--- src/rtl/haar_mc_pkg.sv ---
// Shared types and helpers for the multi-channel Haar analysis filter bank.
package haar_mc_pkg;

    typedef enum logic [1:0] {
        IDLE = 2'd0,
        CALC = 2'd1,
        LAST = 2'd2
    } state_t;

    localparam int WORD_W = 4;

    // Positive diff shifts left; negative diff shifts arithmetically right, optionally rounding half up.
    function automatic logic signed [63:0] scale_shift(
        input logic signed [63:0] v,
        input int                 diff,
        input logic               rnd
    );
        logic signed [63:0] r;
        if (diff >= 0) begin
            r = v <<< diff;
        end else if (rnd) begin
            r = (v + (64'sd1 <<< (-diff - 1))) >>> (-diff);
        end else begin
            r = v >>> (-diff);
        end
        return r;
    endfunction

endpackage

--- src/rtl/haar_mc_butterfly.sv ---
// Combinational Haar butterfly: halved sum (b+a) and halved difference (b-a).
// Build option HAAR_MC_ROUND_EN rounds half up instead of truncating.
module haar_mc_butterfly #(
    parameter int W = 20
) (
    input  logic signed [W-1:0] a,
    input  logic signed [W-1:0] b,
    output logic signed [W-1:0] sum,
    output logic signed [W-1:0] dif
);

    logic [W:0] sum_full_s;
    logic [W:0] dif_full_s;

    // One extra bit of headroom, then drop the LSB.
    always_comb begin
        sum_full_s = {a[W-1], a} + {b[W-1], b};
        dif_full_s = {b[W-1], b} - {a[W-1], a};
`ifdef HAAR_MC_ROUND_EN
        sum_full_s = sum_full_s + (W+1)'(1);
        dif_full_s = dif_full_s + (W+1)'(1);
`endif
        sum = $signed(sum_full_s[W:1]);
        dif = $signed(dif_full_s[W:1]);
    end

endmodule

--- src/rtl/haar_filter_bank_mc.sv ---
// Time-multiplexed multi-channel Haar analysis cascade sharing one butterfly.
// Build option HAAR_MC_ROUND_EN enables round-half-up in the butterfly and output scaling.
module haar_filter_bank_mc
    import haar_mc_pkg::*;
#(
    parameter int CHANNELS       = 4,
    parameter int STAGES         = 4,
    parameter int IN_WIDTH       = 16,
    parameter int INTERNAL_WIDTH = 20,
    parameter int OUT_WIDTH      = 16,
    parameter int CHAN_W         = 2
) (
    input  logic                        clk,
    input  logic                        rstN,
    input  logic                        inValid,
    output logic                        inReady,
    input  logic [CHAN_W-1:0]           inChan,
    input  logic signed [IN_WIDTH-1:0]  dataIn,
    output logic                        outValid,
    output logic [CHAN_W-1:0]           outChan,
    output logic [WORD_W-1:0]           outWord,
    output logic signed [OUT_WIDTH-1:0] dataOut
);

    localparam int S_W = (STAGES > 1) ? $clog2(STAGES) : 1;
    localparam int NCH = 2 ** CHAN_W;
    localparam int NST = 2 ** S_W;
`ifdef HAAR_MC_ROUND_EN
    localparam logic RND = 1'b1;
`else
    localparam logic RND = 1'b0;
`endif

    state_t                           state_r;
    logic signed [INTERNAL_WIDTH-1:0] h_r [NCH][NST];
    logic [NST-1:0]                   f_r [NCH];
    logic signed [INTERNAL_WIDTH-1:0] a_r;
    logic signed [INTERNAL_WIDTH-1:0] b_r;
    logic signed [INTERNAL_WIDTH-1:0] low_r;
    logic [S_W-1:0]                   s_r;
    logic [CHAN_W-1:0]                c_r;

    logic signed [INTERNAL_WIDTH-1:0] sample_s;
    logic signed [INTERNAL_WIDTH-1:0] sum_s;
    logic signed [INTERNAL_WIDTH-1:0] dif_s;
    logic [S_W-1:0]                   nxt_s;
    logic                             legal_s;

    // Input scaling, next-stage index and channel legality.
    always_comb begin
        sample_s = INTERNAL_WIDTH'(scale_shift(64'(dataIn), INTERNAL_WIDTH - IN_WIDTH, 1'b0));
        nxt_s    = s_r + S_W'(1);
        legal_s  = 32'(inChan) < CHANNELS;
    end

    haar_mc_butterfly #(.W(INTERNAL_WIDTH)) u_bfly (
        .a   (a_r),
        .b   (b_r),
        .sum (sum_s),
        .dif (dif_s)
    );

    // Control FSM, per-channel held operands and registered coefficient output.
    always_ff @(posedge clk) begin
        if (!rstN) begin
            state_r  <= IDLE;
            inReady  <= 1'b1;
            outValid <= 1'b0;
            outChan  <= '0;
            outWord  <= '0;
            dataOut  <= '0;
            a_r      <= '0;
            b_r      <= '0;
            low_r    <= '0;
            s_r      <= '0;
            c_r      <= '0;
            for (int i = 0; i < NCH; i++) begin
                f_r[i] <= '0;
            end
        end else begin
            outValid <= 1'b0;
            case (state_r)
                IDLE: begin
                    if (inValid && inReady && legal_s) begin
                        if (!f_r[inChan][0]) begin
                            h_r[inChan][0] <= sample_s;
                            f_r[inChan][0] <= 1'b1;
                        end else begin
                            a_r            <= h_r[inChan][0];
                            b_r            <= sample_s;
                            s_r            <= '0;
                            c_r            <= inChan;
                            f_r[inChan][0] <= 1'b0;
                            state_r        <= CALC;
                            inReady        <= 1'b0;
                        end
                    end
                end
                CALC: begin
                    outValid <= 1'b1;
                    outChan  <= c_r;
                    outWord  <= WORD_W'(STAGES) - WORD_W'(s_r);
                    dataOut  <= OUT_WIDTH'(scale_shift(64'(dif_s), OUT_WIDTH - INTERNAL_WIDTH, RND));
                    if (s_r == S_W'(STAGES - 1)) begin
                        low_r   <= sum_s;
                        state_r <= LAST;
                    end else if (!f_r[c_r][nxt_s]) begin
                        h_r[c_r][nxt_s] <= sum_s;
                        f_r[c_r][nxt_s] <= 1'b1;
                        state_r         <= IDLE;
                        inReady         <= 1'b1;
                    end else begin
                        // Partner is waiting: chain straight into the next stage.
                        a_r             <= h_r[c_r][nxt_s];
                        b_r             <= sum_s;
                        f_r[c_r][nxt_s] <= 1'b0;
                        s_r             <= nxt_s;
                    end
                end
                LAST: begin
                    outValid <= 1'b1;
                    outChan  <= c_r;
                    outWord  <= '0;
                    dataOut  <= OUT_WIDTH'(scale_shift(64'(low_r), OUT_WIDTH - INTERNAL_WIDTH, RND));
                    state_r  <= IDLE;
                    inReady  <= 1'b1;
                end
                default: begin
                    state_r <= IDLE;
                    inReady <= 1'b1;
                end
            endcase
        end
    end

endmodule

--- config.mk ---
export PLATFORM = sky130hd
export DESIGN_NAME = haar_filter_bank_mc
export DESIGN_NICKNAME = d
export VERILOG_FILES = /design/src/rtl/haar_mc_pkg.sv /design/src/rtl/haar_mc_butterfly.sv /design/src/rtl/haar_filter_bank_mc.sv
export SDC_FILE = /design/constraint.sdc
export NUM_CORES = 1
export LEC_CHECK = 0
export CAP_MARGIN = 0
export CORE_AREA = 4 4 182 184
export DETAILED_ROUTE_END_ITERATION = 16
export DIE_AREA = 0 0 186 188
export HOLD_SLACK_MARGIN = 0.08
export PLACE_DENSITY = 0.86
export SLEW_MARGIN = 0
export SYNTH_ARGS = -nofsm -noshare
export SYNTH_HDL_FRONTEND = slang
export SYNTH_HIERARCHICAL = 1
export SYNTH_SLANG_ARGS = --single-unit
--- constraint.sdc ---
create_clock -name clk -period 10.8 [get_ports clk]
set_input_delay 2.7 -clock clk [delete_from_list [all_inputs] [get_ports clk]]
set_output_delay 2.7 -clock clk [all_outputs]
set_load 0.1 [all_outputs]
==> flow_summary.ini <==
[run_status]
status = finished clean

[synth]
avgSynthCellArea_sq_um = 13.6
syn_nets = 1554
ys_warn_count = 6
netlist_instances = 1484
synth_area_sq_um = 20200

[hold_path]
hold_path_depth = 2
hold_class = reg -> reg

[timing]
fin_crit_sh_pct = 55.9
fin_worst_skew_ps = 23.0
fin_crit_ps = 6030
setup_viol = 0
fmax_mhz = 166
drv_slew = 0
finalSetupTns_ps = 0
worstMarginPinSlew_ps = 1330
fin_ws_ps = 4770
slew_headroom_pct = 11.1
hold_viol = 0
rsz0062_at_grt = false

[global_routing]
track_usage_pct = 29.9
grt_pass1_vias = 13152
grt_max_degree = 53
antenna_found_initial = 0
grt_pass1_wl_um = 80000
grt-ovfl-total = 0

[placement]
port_buffers = 43
dp_slack_ps = 4320
gp_congestion = 0.965
dpl.hpwl_um = 33000

[die]
dieHeight_um = 188
core_sq_um = 31400
ios = 45
fp.dieW_um = 186
die_area_sq_um = 35000
initial_core_util_pct = 64.4
fp-row-count = 65

[setup_path]
rr_worst_depth = 6
crit_arrival_ps = 6190
critPathRequiredTime_ps = 10960
path_class = in -> reg
cp-end-kind = register
start_kind = input pin
worst-path-max-fanout = 49

[pwr]
clkPwrFrac_pct = 38.5
p_int_w = 0.00296
seqPwrFrac_pct = 44.7
p_per_area_nw_per_um2 = 183
switchingPower_w = 0.00112
ir_drop_mv = 0.115
p_leak_nw = 7.60
swShare_pct = 27.6
power_frac_comb_pct = 16.8

[clocking]
cts_setup_buffers = 0
clk_pin_slew_ps = 60
ctsLongestPathBuffers = 3
hold_buffers = 0
cts_resized = 0
clkSinkCount = 423
clk-insertion-delay-late_ps = 560
cts_tree = built
cts-root-buf = clkbuf_16
cts-buffers-inserted = 43
ctsHtreeMaxLevel = 2

[cells_and_area]
fillCellCount = 1930
final_common_cell = edfxtp_1
finalNetCount = 1556
final_cell_mix = edfxtp_1 (336), nand2_1 (100), mux2i_1 (97), dfxtp_1 (85), a21oi_1 (84)
final_layout_size_suffix_gt1_share_pct = 14.2
syn2layout_area_growth_pct = 10.5
insertedDiodeCount = 0

[detailed_routing]
vias_per_cell = 7.10
vias = 13650
drt-wirelength-per-cell_um = 27.0
drt_pass1_iterations = 7
drt_iter0_markers = 2200
postRouteAntennaNets = 0
wl_um = 51900
drc = 0

[run]
maxCapViolCount = 0
==> state kept, by name, indices dropped and copies added (netlist names), 2 cells and up, named ones only <==
register  count
h_r         320
a_r          20
b_r          20
dataOut      16
f_r          16
low_r        16
outWord       3
c_r           2
outChan       2
s_r           2
state_r       2
==> final timing paths <==
kind / slack (ps) / startpoint / to
worst max-delay path: 4770 / rstN / h_r[0][8]
worst min-delay path: 460 / low_r[5] / low_r[5]
worst max register to register: 5430 / register / h_r[3][77]
worst min register to register: 460 / low_r[5] / low_r[5]
==> critical path, cell delays in order <==
cell,delay (ps)
clkdlybuf4s50_1,460
buf_4,420
and3b_1,570
o21ai_2,370
nor3_1,380
a21oi_1,190
nor2_2,1080
==> area by class of cell <==
class	count	area, sq um	share of cell area [%]
Sequential cell	423	11800	53.0
Multi-Input combinational cell	907	7760	34.7
Clock buffer	50	1100	4.94
Timing Repair Buffer	60	553	2.48
Tap cell	402	503	2.25
Clock inverter	30	389	1.74
Inverter	51	191	0.857
==> power groups by stage <==
stage | sequential (W) | combinational (W) | clock (W)
after global placement | 0.00185 | 0.000650 | 0
after CTS | 0.00182 | 0.000670 | 0.00158
final | 0.00182 | 0.000685 | 0.00157
after floorplan | 0.00190 | 0.000452 | 0
after global routing | 0.00183 | 0.000732 | 0.00166
after detailed placement | 0.00186 | 0.000662 | 0
==> layer usage <==
metal  vias to the layer above  GRT usage [%]  routed length, um
li1                       5779              -                  -
met1                      6706           41.4              19300
met3                       205           4.19               4950
met2                       960           48.0              24900
met5                         -              0                  0
met4                         0           12.6               2750
==> per-stage QoR <==
stage	instance area (sq um)	hold WS [ps]	utilization (%)	total power (W)	std cells
finish	22300	458	71.1	0.00408	1923
global route	22300	475	71.1	0.00422	1923
CTS	22300	455	71.1	0.00407	1923
detailed placement	20800	446	66.4	0.00252	1843
global placement	20800	443	66.4	0.00251	1843
floorplan	20200	436	-	0.00235	1484
No activity file was read; power rests on OpenSTA's default activity.
